--- src/rtl/rgb_compare_seq.sv ---
// Bit-serial MSB-first magnitude comparator (unsigned or signed) that registers
// gt/eq/lt and shows the result on a PWM-dimmed RGB LED for a hold window.
module rgb_compare_seq #(
  parameter int WIDTH       = 8,
  parameter int SIGNED      = 0,
  parameter int PWM_BITS    = 4,
  parameter int HOLD_CYCLES = 16
) (
  input  logic                clk,
  input  logic                rst_n,
  input  logic [WIDTH-1:0]    a,
  input  logic [WIDTH-1:0]    b,
  input  logic [PWM_BITS-1:0] duty,
  input  logic                start,
  output logic                busy,
  output logic                done,
  output logic                gt,
  output logic                eq,
  output logic                lt,
  output logic                red,
  output logic                green,
  output logic                blue
);

  localparam int CW = $clog2(WIDTH + 1);
  localparam int HW = (HOLD_CYCLES < 1) ? 1 : $clog2(HOLD_CYCLES + 1);
  localparam logic [CW-1:0] LAST_BIT  = CW'(WIDTH - 1);
  localparam logic [HW-1:0] HOLD_LAST = HW'((HOLD_CYCLES > 0) ? HOLD_CYCLES - 1 : 0);
  // Inverting the sign bit maps two's complement onto offset binary.
  localparam logic [WIDTH-1:0] FLIP = (SIGNED != 0) ? (WIDTH'(1) << (WIDTH - 1)) : '0;

  typedef enum logic [1:0] {IDLE, COMPARE, DISPLAY} state_e;

  state_e              state_q, state_d;
  logic [WIDTH-1:0]    a_q, a_d, b_q, b_d;
  logic [PWM_BITS-1:0] duty_q, duty_d, pwm_q, pwm_d, pwm_nxt;
  logic [CW-1:0]       bit_q, bit_d;
  logic [HW-1:0]       hold_q, hold_d;
  logic                decided_q, decided_d, win_q, win_d;
  logic                gt_q, gt_d, eq_q, eq_d, lt_q, lt_d, done_q, done_d;
  logic                red_q, red_d, green_q, green_d, blue_q, blue_d;
  logic                dec_now, win_now, pwm_on;

  assign dec_now = decided_q | (a_q[WIDTH-1] ^ b_q[WIDTH-1]);
  assign win_now = decided_q ? win_q : a_q[WIDTH-1];
  assign pwm_nxt = pwm_q + PWM_BITS'(1);
  assign pwm_on  = (pwm_nxt < duty_q);

  always_comb begin
    state_d   = state_q;
    a_d       = a_q;
    b_d       = b_q;
    duty_d    = duty_q;
    bit_d     = bit_q;
    hold_d    = hold_q;
    pwm_d     = pwm_q;
    decided_d = decided_q;
    win_d     = win_q;
    gt_d      = gt_q;
    eq_d      = eq_q;
    lt_d      = lt_q;
    done_d    = 1'b0;
    red_d     = 1'b0;
    green_d   = 1'b0;
    blue_d    = 1'b0;
    case (state_q)
      IDLE: begin
        if (start) begin
          a_d       = a ^ FLIP;
          b_d       = b ^ FLIP;
          duty_d    = duty;
          bit_d     = '0;
          decided_d = 1'b0;
          win_d     = 1'b0;
          state_d   = COMPARE;
        end
      end
      COMPARE: begin
        a_d       = a_q << 1;
        b_d       = b_q << 1;
        decided_d = dec_now;
        win_d     = win_now;
        bit_d     = bit_q + CW'(1);
        if (bit_q == LAST_BIT) begin
          gt_d   = dec_now & win_now;
          eq_d   = ~dec_now;
          lt_d   = dec_now & ~win_now;
          done_d = 1'b1;
          pwm_d  = '0;
          hold_d = '0;
          if (HOLD_CYCLES == 0) begin
            state_d = IDLE;
          end else begin
            // LEDs are registered, so the first DISPLAY cycle (pwm=0) is decided here.
            state_d = DISPLAY;
            red_d   = dec_now & win_now & (duty_q != '0);
            green_d = ~dec_now & (duty_q != '0);
            blue_d  = dec_now & ~win_now & (duty_q != '0);
          end
        end
      end
      DISPLAY: begin
        if (hold_q == HOLD_LAST) begin
          state_d = IDLE;
        end else begin
          hold_d  = hold_q + HW'(1);
          pwm_d   = pwm_nxt;
          red_d   = gt_q & pwm_on;
          green_d = eq_q & pwm_on;
          blue_d  = lt_q & pwm_on;
        end
      end
      default: state_d = IDLE;
    endcase
  end

  always_ff @(posedge clk or negedge rst_n) begin
    if (!rst_n) begin
      state_q   <= IDLE;
      a_q       <= '0;
      b_q       <= '0;
      duty_q    <= '0;
      bit_q     <= '0;
      hold_q    <= '0;
      pwm_q     <= '0;
      decided_q <= 1'b0;
      win_q     <= 1'b0;
      gt_q      <= 1'b0;
      eq_q      <= 1'b0;
      lt_q      <= 1'b0;
      done_q    <= 1'b0;
      red_q     <= 1'b0;
      green_q   <= 1'b0;
      blue_q    <= 1'b0;
    end else begin
      state_q   <= state_d;
      a_q       <= a_d;
      b_q       <= b_d;
      duty_q    <= duty_d;
      bit_q     <= bit_d;
      hold_q    <= hold_d;
      pwm_q     <= pwm_d;
      decided_q <= decided_d;
      win_q     <= win_d;
      gt_q      <= gt_d;
      eq_q      <= eq_d;
      lt_q      <= lt_d;
      done_q    <= done_d;
      red_q     <= red_d;
      green_q   <= green_d;
      blue_q    <= blue_d;
    end
  end

  assign busy  = (state_q != IDLE);
  assign done  = done_q;
  assign gt    = gt_q;
  assign eq    = eq_q;
  assign lt    = lt_q;
  assign red   = red_q;
  assign green = green_q;
  assign blue  = blue_q;

endmodule
--- config.mk ---
export PLATFORM = sky130hd
export DESIGN_NAME = rgb_compare_seq
export DESIGN_NICKNAME = d
export VERILOG_FILES = /design/src/rtl/rgb_compare_seq.sv
export SDC_FILE = /design/constraint.sdc
export NUM_CORES = 1
export LEC_CHECK = 0
export CAP_MARGIN = 20
export CORE_AREA = 4 4 99 101
export CTS_BUF_LIST = sky130_fd_sc_hd__clkbuf_8
export DETAILED_ROUTE_END_ITERATION = 16
export DIE_AREA = 0 0 103 105
export GPL_TIMING_DRIVEN = 1
export PLACE_DENSITY_LB_ADDON = 0.15
export SKIP_CTS_REPAIR_TIMING = 1
export SLEW_MARGIN = 25
export SYNTH_ARGS = -nofsm -noshare
export SYNTH_HDL_FRONTEND = slang
export SYNTH_SLANG_ARGS = --single-unit
export TNS_END_PERCENT = 20
--- constraint.sdc ---
create_clock -name clk -period 3.3 [get_ports clk]
set_clock_uncertainty 0.15 [all_clocks]
set_input_delay 0.66 -clock clk [delete_from_list [all_inputs] [get_ports clk]]
set_output_delay 0.66 -clock clk [all_outputs]
set_load 0.01 [all_outputs]
==> flow_metrics.py <==
metrics = {
    "timing": {
        "whs_ns": 0.215,
        "rsz0062_at_grt": "false",
        "setup_violations": 0,
        "finalCriticalPeriod_ns": 2.55,
        "hold_viol": 0,
        "maxSlewHeadroom_pct": 51.5,
        "worst_pin_slew_ns": 0.727,
        "period_share_pct": 77.3,
        "fmax_mhz": 392,
        "fin_tns_setup_ns": 0,
        "slew_violations": 0,
    },
    "detailed_routing": {
        "firstDrtPassIters": 4,
        "drt_iter0_drc": 49,
        "wl_mm": 5.24,
        "route.detailed.drc": 0,
        "ant_nets": 0,
        "via_per_inst": 4.71,
        "routedWlPerCell_um": 13.8,
        "num_vias": 1789,
    },
    "place": {
        "gp_congestion": 0.695,
        "hpwl_mm": 3.70,
        "portBuffers": 30,
    },
    "logic_synthesis": {
        "synth.mux.area_fraction_pct": 11.0,
        "synth.cell_area_um2": 2380,
        "ys_types": 48,
        "synth_top_family_by_area": "compound AO/OA/AOI/OAI gates",
        "synth_simple_gate_area_share_pct": 15.6,
        "synth_ff_type": "dfrtp_1",
        "synthCells": 240,
        "synth_compound_area_share_pct": 16.3,
        "synth_edf_count": 0,
        "synth_area_leaders": "dfrtp_1 (46%), mux2i_1 (7.1%), ha_1 (5.2%)",
        "syn_nets": 273,
        "seq_area_frac_synth_pct": 46.2,
        "synth_top_area_share_pct": 46.2,
        "avgSynthCellArea_um2": 9.94,
        "yosysWarningCount": 0,
        "synth-seq-cells": 44,
        "synth_top_cell_by_area": "dfrtp_1",
        "yosys.area_share.adder_pct": 5.25,
        "synth-xor-area-share_pct": 1.10,
        "async_flop_share_pct": 100,
    },
    "layout": {
        "final_nets": 301,
        "seq_area_um2": 1100,
        "syn_to_final_growth_pct": 21.7,
        "drive_gt1_share_pct": 8.92,
        "post-route-util_pct": 32.2,
        "fillers": 928,
        "antennaDiodeCount": 0,
        "multi_input_area_um2": 1170,
    },
    "grt": {
        "track_usage_pct": 10.5,
        "antenna_found_initial": 0,
        "grt_pass1_wl_mm": 9.18,
        "grt_max_degree": 45,
        "overflow": 0,
        "grt_pass1_vias": 1861,
    },
    "pwr": {
        "p_seq_share_pct": 40.1,
        "swShare_pct": 36.5,
        "p_int_uw": 1330,
        "powerDensity_nw_per_um2": 723,
        "clkPwrFrac_pct": 21.5,
        "leakagePower_uw": 0.00131,
        "ir_drop_v": 0.000224,
        "power_switching_uw": 766,
        "comb_power_share_pct": 38.5,
        "total_power_uw": 2100,
    },
    "floorplan": {
        "dieArea_um2": 10800,
        "row_count": 35,
        "boundaryPins": 31,
        "fp.dieH_um": 105,
        "initial_core_util_pct": 26.4,
        "die_x_um": 103,
        "core_um2": 9020,
    },
    "critical_path": {
        "critPathMaxFanout": 7,
        "start_kind": "register",
        "worst-setup-path-type": "reg -> out",
        "worst_ep_required_time_ns": 2.49,
        "cpPeakStageDelay_ns": 0.56,
        "worst_path_max_delay_cell": "clkdlybuf4s50_1",
        "cp-end-kind": "output port",
        "path_cells": "inv_1, ha_1, inv_1, clkdlybuf4s50_1",
        "arrival_ns": 1.74,
        "crit_path_frequent_cell": "inv_1",
    },
    "clock_tree": {
        "clk_pin_slew_ns": 0.09,
        "cts_tree": "yes",
        "cts.sinks": 44,
        "clkLatencyLatePin_ns": 0.30,
        "numCtsBuffers": 5,
        "htree_levels": 2,
        "clockRootBuffer": "clkbuf_8",
        "clk_path_buf_depth": 2,
    },
    "status": {
        "status": "completed",
    },
    "flow_run": {
        "drv_cap": 0,
    },
    "worst_hold_path": {
        "hold_class": "in -> async",
    },
}
-- sequential cells by signal, indices dropped and copies added (netlist names) --
name       cells
gt             1
duty_q         4
bit_q          4
red            1
lt             1
pwm_q          4
done           1
a_q            8
win_q          1
blue           1
state_q        2
eq             1
b_q            8
hold_q         5
green          1
decided_q      1
-- layout by cell type, fill, tap and decap left out, types with 3 or more instances in the layout --
cell type / Yosys / layout
nor2_1: 11 / 11
o221ai_1: 3 / 3
nor3_1: 3 / 3
mux2i_1: 17 / 17
a21oi_1: 13 / 13
a22o_1: 6 / 6
dfrtp_1: 44 / 44
ha_1: 10 / 10
and3_1: 3 / 3
o21ai_0: 24 / 24
nand2b_1: 7 / 7
clkbuf_8: 0 / 6
clkdlybuf4s50_1: 0 / 29
mux2_2: 7 / 7
nand3_1: 7 / 7
inv_1: 11 / 11
nand2_1: 29 / 29
buf_4: 0 / 4
-- final cells by class --
cell class	instances	area share, %
clock buffers	6	2.85
clock inverters	2	1.34
inverters	12	1.55
multi-input cells	172	40.5
flip-flops and latches	44	37.9
well taps	111	4.79
repair buffers	33	11.0
-- logic make-up after synthesis --
group,after synthesis
buf+inv,24
compound gates,61
mux,25
fa+ha+maj,10
xor+xnor,3
flops,44
simple gates,73
-- metal layers --
| metal | global-route usage (%) | up-vias | routed length (µm) |
|---|---|---|---|
| li1 | - | 912 | - |
| met2 | 15.6 | 27 | 2390 |
| met4 | 2.50 | 0 | 44 |
| met5 | 0 | - | 0 |
| met1 | 15.1 | 846 | 2570 |
| met3 | 2.74 | 4 | 232 |
-- critical path, delay by kind of cell, from the launching register on --
kind                       cells  cell delay [ns]
buffers and inverters          3             0.78
DFF                            1             0.38
adders and majority gates      1             0.29
-- worst paths after layout --
path	startpoint	endpoint	slack [ns]	cells after the start
worst max-delay path	state_q[0]	busy	0.75	4
worst min-delay path	rst_n	duty_q[1]	0.22	1
worst max register to register	hold_q[0]	blue	0.97	7
worst min register to register	b_q[2]	b_q[2]	0.34	2
max in group asynchronous	rst_n	b_q[1]	2.38	1
min in group clk	b_q[2]	b_q[2]	0.34	2
-- cell usage after synthesis, types with 2 or more instances --
cell type  count
a21oi_1       13
a22o_1         6
a31oi_1        2
and3_1         3
buf_2          8
clkbuf_1       2
dfrtp_1       44
ha_1          10
inv_1         11
mux2_2         7
mux2i_1       17
nand2_1       29
nand2b_1       7
nand3_1        7
nand4_1        2
nor2_1        11
nor3_1         3
o21ai_0       24
o221ai_1       3
o41ai_1        2
xor2_1         2
-- stage by stage --
step	worst slack (ns)	std cells	instance area, µm²
global placement	1.00	372	2780
finish	0.750	380	2900
floorplan	1.39	240	2380
detailed placement	0.977	372	2780
CTS	0.697	380	2900
global route	0.612	380	2900
-- power by group through the flow --
stage               combinational (µW)  sequential (µW)  clock (µW)
CTS                                828              844         466
global placement                   823              855           0
finish                             807              841         451
detailed placement                 827              854           0
floorplan                          610              824           0
global route                       923              870         494
No activity file was read; power rests on OpenSTA's default activity.
